==> config.mk <==
export PLATFORM = sky130hd
export DESIGN_NAME = log_dump_reader_flat
export DESIGN_NICKNAME = d
export VERILOG_FILES = /design/src/rtl/log_dump_reader_if.sv /design/src/rtl/log_dump_reader.sv /design/src/flat_wrapper.sv
export SDC_FILE = /design/constraint.sdc
export NUM_CORES = 1
export LEC_CHECK = 0
export BUFFER_PORTS_ARGS = -buffer_cell sky130_fd_sc_hd__buf_4
export CORE_MARGIN = 8
export CORE_UTILIZATION = 60
export DETAILED_ROUTE_END_ITERATION = 10
export PLACE_DENSITY = 0.84
export SYNTH_ARGS = -nofsm -noshare
export SYNTH_HDL_FRONTEND = slang
export SYNTH_SLANG_ARGS = --single-unit
==> constraint.sdc <==
create_clock -name clk -period 7.8 [get_ports clk]
set_clock_uncertainty 0.15 [all_clocks]
set_input_delay 0.39 -clock clk [delete_from_list [all_inputs] [get_ports clk]]
set_output_delay 0.39 -clock clk [all_outputs]
set_load 0.03 [all_outputs]
==> src/rtl/log_dump_reader_if.sv <==
// Log RAM read port plus byte stream toward the UART transmitter.
// The master side is the dump reader; the slave side is the RAM/transmitter pair.
interface log_dump_reader_if #(
  parameter int RAM_WIDTH = 32,
  parameter int AW        = 15
);
  logic [AW-1:0]        o_read_adrs;
  logic                 o_en_read;
  logic [RAM_WIDTH-1:0] i_data_ram;
  logic [7:0]           o_byte;
  logic                 o_byte_valid;
  logic                 i_byte_ready;

  modport master (
    output o_read_adrs, o_en_read, o_byte, o_byte_valid,
    input  i_data_ram, i_byte_ready
  );

  modport slave (
    input  o_read_adrs, o_en_read, o_byte, o_byte_valid,
    output i_data_ram, i_byte_ready
  );
endinterface

==> src/rtl/log_dump_reader.sv <==
// Streams log RAM words out as bytes (MSB byte first) toward a UART transmitter.
// Define LOG_DUMP_HEADER_EN to prefix each dump with A5 5A count[15:8] count[7:0].
//
// state | meaning
// IDLE  | waiting for i_start
// HDR   | sending the 4-byte header (LOG_DUMP_HEADER_EN only)
// REQ   | one-cycle RAM read request at the current word index
// WAIT  | RAM data arrives, captured into the holding register
// SEND  | shifting the held word out, one byte per accepted transfer
// DONE  | one-cycle o_done pulse, then back to IDLE
module log_dump_reader #(
  parameter int RAM_WIDTH = 32,
  parameter int RAM_DEPTH = 32768,
  localparam int AW = $clog2(RAM_DEPTH)
) (
  input  logic              clk,
  input  logic              i_reset,
  input  logic              i_start,
  input  logic              i_abort,
  input  logic [AW:0]       i_num_words,
  output logic              o_busy,
  output logic              o_done,
  log_dump_reader_if.master bus
);

  localparam int BYTES = RAM_WIDTH / 8;
  localparam int BCW   = (BYTES > 1) ? $clog2(BYTES) : 1;
  localparam logic [BCW-1:0] BYTE_LAST = BCW'(BYTES - 1);
  localparam logic [AW:0]    DEPTH_MAX = (AW+1)'(RAM_DEPTH);

  localparam logic [2:0] S_IDLE = 3'd0;
`ifdef LOG_DUMP_HEADER_EN
  localparam logic [2:0] S_HDR  = 3'd1;
`endif
  localparam logic [2:0] S_REQ  = 3'd2;
  localparam logic [2:0] S_WAIT = 3'd3;
  localparam logic [2:0] S_SEND = 3'd4;
  localparam logic [2:0] S_DONE = 3'd5;

  logic [2:0]           state;
  logic [AW:0]          count;
  logic [AW-1:0]        index;
  logic [AW-1:0]        adrs_q;
  logic [RAM_WIDTH-1:0] hold;
  logic [BCW-1:0]       byte_cnt;
  logic [AW:0]          num_clamped;
  logic [AW:0]          index_next;
  logic                 xfer;

  assign num_clamped = (i_num_words > DEPTH_MAX) ? DEPTH_MAX : i_num_words;
  assign index_next  = {1'b0, index} + (AW+1)'(1);
  assign xfer        = bus.o_byte_valid & bus.i_byte_ready;

  // A zero-length dump still passes through REQ, but never touches the RAM.
  assign bus.o_en_read   = (state == S_REQ) && (count != '0);
  assign bus.o_read_adrs = bus.o_en_read ? index : adrs_q;
  assign o_busy          = (state != S_IDLE);
  assign o_done          = (state == S_DONE);

`ifdef LOG_DUMP_HEADER_EN
  logic [1:0]  hdr_cnt;
  logic [15:0] count16;
  logic [7:0]  hdr_byte;

  assign count16 = 16'(count);

  always_comb begin
    hdr_byte = count16[7:0];
    case (hdr_cnt)
      2'd3:    hdr_byte = 8'hA5;
      2'd2:    hdr_byte = 8'h5A;
      2'd1:    hdr_byte = count16[15:8];
      default: hdr_byte = count16[7:0];
    endcase
  end

  assign bus.o_byte_valid = (state == S_SEND) || (state == S_HDR);
  assign bus.o_byte       = (state == S_HDR) ? hdr_byte : hold[RAM_WIDTH-1 -: 8];
`else
  assign bus.o_byte_valid = (state == S_SEND);
  assign bus.o_byte       = hold[RAM_WIDTH-1 -: 8];
`endif

  always_ff @(posedge clk or negedge i_reset) begin
    if (!i_reset) begin
      state    <= S_IDLE;
      count    <= '0;
      index    <= '0;
      adrs_q   <= '0;
      hold     <= '0;
      byte_cnt <= '0;
`ifdef LOG_DUMP_HEADER_EN
      hdr_cnt  <= '0;
`endif
    end else if (i_abort && (state != S_IDLE) && (state != S_DONE)) begin
      state <= S_DONE;
    end else begin
      case (state)
        S_IDLE: begin
          if (i_start) begin
            count <= num_clamped;
            index <= '0;
`ifdef LOG_DUMP_HEADER_EN
            hdr_cnt <= 2'd3;
            state   <= S_HDR;
`else
            state   <= S_REQ;
`endif
          end
        end
`ifdef LOG_DUMP_HEADER_EN
        S_HDR: begin
          if (xfer) begin
            if (hdr_cnt == 2'd0) state <= S_REQ;
            else                 hdr_cnt <= hdr_cnt - 2'd1;
          end
        end
`endif
        S_REQ: begin
          if (count == '0) begin
            state <= S_DONE;
          end else begin
            adrs_q <= index;
            state  <= S_WAIT;
          end
        end
        S_WAIT: begin
          hold     <= bus.i_data_ram;
          byte_cnt <= BYTE_LAST;
          state    <= S_SEND;
        end
        S_SEND: begin
          if (xfer) begin
            hold <= hold << 8;
            if (byte_cnt == '0) begin
              if (index_next < count) begin
                index <= index_next[AW-1:0];
                state <= S_REQ;
              end else begin
                state <= S_DONE;
              end
            end else begin
              byte_cnt <= byte_cnt - BCW'(1);
            end
          end
        end
        S_DONE:  state <= S_IDLE;
        default: state <= S_IDLE;
      endcase
    end
  end

endmodule
==> src/flat_wrapper.sv <==
// flat-port wrapper written by rule: the top's interface ports become plain ports
module log_dump_reader_flat 
#(
  parameter int RAM_WIDTH = 32,
  parameter int RAM_DEPTH = 32768,
  localparam int AW = $clog2(RAM_DEPTH)
)
  (clk, i_reset, i_start, i_abort, i_num_words, o_busy, o_done, bus_o_read_adrs, bus_o_en_read, bus_o_byte, bus_o_byte_valid, bus_i_data_ram, bus_i_byte_ready);
  log_dump_reader_if #(.RAM_WIDTH(RAM_WIDTH)) bus_i ();
  input  logic clk;
  input  logic i_reset;
  input  logic i_start;
  input  logic i_abort;
  input  logic [AW:0] i_num_words;
  output logic o_busy;
  output logic o_done;
  output wire logic [$bits(bus_i.o_read_adrs)-1:0] bus_o_read_adrs;
  output wire logic [$bits(bus_i.o_en_read)-1:0] bus_o_en_read;
  output wire logic [$bits(bus_i.o_byte)-1:0] bus_o_byte;
  output wire logic [$bits(bus_i.o_byte_valid)-1:0] bus_o_byte_valid;
  input wire logic [$bits(bus_i.i_data_ram)-1:0] bus_i_data_ram;
  input wire logic [$bits(bus_i.i_byte_ready)-1:0] bus_i_byte_ready;
  assign bus_o_read_adrs = bus_i.o_read_adrs;
  assign bus_o_en_read = bus_i.o_en_read;
  assign bus_o_byte = bus_i.o_byte;
  assign bus_o_byte_valid = bus_i.o_byte_valid;
  assign bus_i.i_data_ram = bus_i_data_ram;
  assign bus_i.i_byte_ready = bus_i_byte_ready;
  log_dump_reader #(.RAM_WIDTH(RAM_WIDTH), .RAM_DEPTH(RAM_DEPTH)) u_core (.clk(clk), .i_reset(i_reset), .i_start(i_start), .i_abort(i_abort), .i_num_words(i_num_words), .o_busy(o_busy), .o_done(o_done), .bus(bus_i));
endmodule
==> flow_summary.yaml <==
detailed_routing:
  vias: 3923
  wl_per_cell_microns: 16.20
  drcViolationCount: 0
  drt_first_pass_iters: 5
  drt_iter0_drc: 277
  vias_per_cell: 5.838
  routed_wl_microns: 10890
  ant_nets: 0
synth:
  synthFlopType: "dfrtp_1"
  ys_types: 53
  avgSynthCellArea_sq_um: 9.028
  synth_edf_count: 0
  synth_async_sr_flop_share_pct: 100.0
  syn-cell-area_sq_mm: 0.004695
  seq_area_frac_synth_pct: 44.24
  synth-seq-cells: 83
  yosys_warnings: 0
  syn-num-nets: 590
  syn-instance-count: 520
final_layout:
  post-route-util_pct: 70.66
  fin_nets: 635
  diodes: 0
  fillers: 598
  drive_above_1_share_pct: 20.88
  syn_to_final_growth_pct: 15.11
  final_common_cell: "nand2_1"
  final_cell_mix: "nand2_1 (107), dfrtp_1 (83), buf_4 (81)"
place:
  gp_congestion: 0.8258
  place_ws_ps: 3441
  dpl.hpwl_microns: 7733
  portBuffers: 79
sta:
  finalHoldViolations: 0
  setup_ws_ps: 3394
  fin_crit_sh_pct: 56.49
  finalSetupViolCount: 0
  slew-limit-headroom_pct: 28.91
  setup_tns_ps: 0
  tightest_slew_ps: 1066
  fin_hold_ws_ps: 50.93
  timing.fmax_ghz: 0.2269
  final_max_slew_viol_count: 0
  rsz0062_at_grt: "no"
  final.min_clock_period_ps: 4406
clock_tree:
  clk_root_buffer_cell: "clkbuf_8"
  clock-sinks: 83
  cts_buffers: 9
  post_cts_resized: 0
  clk_latency_ps: 360
  post_cts_buffers: 0
  clockBufferDepth: 2
  cts_tree: "done"
  cts_hold_buf: 0
  htree_levels: 3
  clkTransAtPathRegs_ps: 100
power:
  fin_total_pwr_mw: 2.177
  p_per_area_mw_per_mm2: 402.8
  p_leak_nw: 2.457
  ir_drop_mv: 0.2477
worst_setup_path:
  r2r_start: "u_core.index[0]$_DFFE_PN0P_"
  crit_path_end_kind: "flip-flop"
  reg2reg_slack_ps: 3390
  crit_chain: "ha_1 -> nand3_1 -> nor3_1 -> nand3_1 -> xnor2_1 -> ha_1 -> a21oi_1 -> nand2_1 -> a221o_1 -> o41ai_2 -> and2_1 -> a22o_1"
  crit_type: "reg2reg"
  crit_arrival_ps: 4540
  rr_endpoint: "u_core.index[1]$_DFFE_PN0P_"
  crit_path_start_kind: "flip-flop"
  cpPeakStageDelay_ps: 920
  worst_ep_required_time_ps: 7940
  r2r_cells: 12
  crit_path_max_fanout: 11
  critPathSlowestCell: "o41ai_2"
floorplan:
  coreArea_sq_mm: 0.007647
  die_w_microns: 104.5
  initial_core_util_pct: 61.39
  die_y_microns: 104.5
  io_pins: 80
  rows: 32
  dieArea_sq_mm: 0.01091
global_route:
  grt_pass1_wl_microns: 18170
  antenna_found_initial: 0
  grt_max_degree: 84
  track_usage_pct: 19.96
  grt_overflow: 0
  grt_pass1_vias: 3787
min_path:
  hold_class: "in2async"
flow_run:
  maxCapViolations: 0
status:
  status: "finished clean"
## layer usage
metal	up-vias	wire length, microns	global-route usage (%)
li1	1891	-	-
met1	1897	5086	26.79
met2	129	5126	31.65
met3	6	605	4.647
met4	0	70	4.964
met5	-	0	0
## Yosys cell counts (all sizes together) (2+ instances only)
| master | number | area, sq um |
|---|---|---|
| nand2 | 107 | 401.6 |
| dfrtp | 83 | 2077 |
| nor2 | 34 | 135.1 |
| mux2 | 30 | 337.8 |
| a31oi | 25 | 156.4 |
| clkbuf | 25 | 93.84 |
| nand3 | 25 | 125.1 |
| inv | 24 | 90.08 |
| buf | 22 | 125.1 |
| ha | 17 | 212.7 |
| o21ai | 16 | 80.08 |
| a21oi | 15 | 78.83 |
| o211ai | 10 | 80.07 |
| nor3 | 8 | 45.04 |
| nor4 | 8 | 56.30 |
| nand4b | 7 | 61.31 |
| xor2 | 7 | 61.31 |
| and3 | 6 | 37.54 |
| xnor2 | 6 | 52.55 |
| nand3b | 4 | 30.03 |
| a21o | 3 | 22.52 |
| nand2b | 3 | 18.77 |
| nand4 | 3 | 18.77 |
| nand4bb | 3 | 33.78 |
| o21a | 3 | 22.52 |
| or3 | 3 | 18.77 |
| a22o | 2 | 17.52 |
| and4 | 2 | 17.52 |
| o2bb2ai | 2 | 17.52 |
| o311ai | 2 | 17.52 |
| or4b | 2 | 20.02 |
## sequential cells by signal, summed over array words and instances (netlist names)
signal           count
u_core.count        16
u_core.byte_cnt      2
u_core.index        15
u_core.hold         32
u_core.adrs_q       15
u_core.state         3
## per-stage QoR
step,cells,instance area [sq um]
final,672,5404
after global routing,672,5404
after CTS,672,5404
after detailed placement,656,5223
after global placement,656,5223
after floorplan,520,4695
## logic make-up after synthesis
family	Yosys count	synth area share, %
AOI/OAI and AO/OA	89	13.01
xor gates and xnor gates	13	2.425
adders and majority gates	17	4.531
buffers and inverters	71	6.583
DFF	83	44.24
muxes	30	7.196
and+or+nand+nor	217	22.02
## worst max path at each step
| stage | to | startpoint | cells past startpoint | slack, ps |
|---|---|---|---|---|
| 6_report | u_core.index[1]$_DFFE_PN0P_ | u_core.index[0]$_DFFE_PN0P_ | 12 | 3390 |
| 5_1_grt | u_core.index[1]$_DFFE_PN0P_ | u_core.index[0]$_DFFE_PN0P_ | 12 | 3050 |
| 4_1_cts | u_core.index[1]$_DFFE_PN0P_ | u_core.index[0]$_DFFE_PN0P_ | 12 | 3410 |
| 3_5_place_dp | u_core.index[0]$_DFFE_PN0P_ | u_core.index[0]$_DFFE_PN0P_ | 12 | 3440 |
| 3_3_place_gp | u_core.index[0]$_DFFE_PN0P_ | u_core.index[0]$_DFFE_PN0P_ | 12 | 3620 |
| 2_1_floorplan | u_core.index[2]$_DFFE_PN0P_ | u_core.index[0]$_DFFE_PN0P_ | 12 | 4130 |
## worst max-delay path, delay by kind of cell (launching register included)
kind | cells | cell delay, ps
AOI/OAI and AO/OA | 4 | 1610
xor gates and xnor gates | 1 | 180
adders and majority gates | 2 | 560
DFF | 1 | 460
and+or+nand+nor | 5 | 1370
## final cells by class
class / instances / area (sq um) / share of cell area (%)
multi-input cells: 366 / 2320 / 42.93
flip-flops and latches: 83 / 2077 / 38.43
repair buffers: 81 / 608.1 / 11.25
well taps: 102 / 127.6 / 2.362
clock buffers: 9 / 123.9 / 2.292
inverters: 24 / 90.09 / 1.667
clock inverters: 7 / 57.56 / 1.065
## power breakdown
part           internal [mW]  leakage [nW]  switching, mW  total, mW
sequential             0.625         0.978          0.188      0.813
combinational          0.436          1.39          0.631       1.07
clock                  0.121        0.0886          0.176      0.297
total                   1.18          2.46          0.996       2.18
Note: power is estimated with default switching activity, not from simulation.
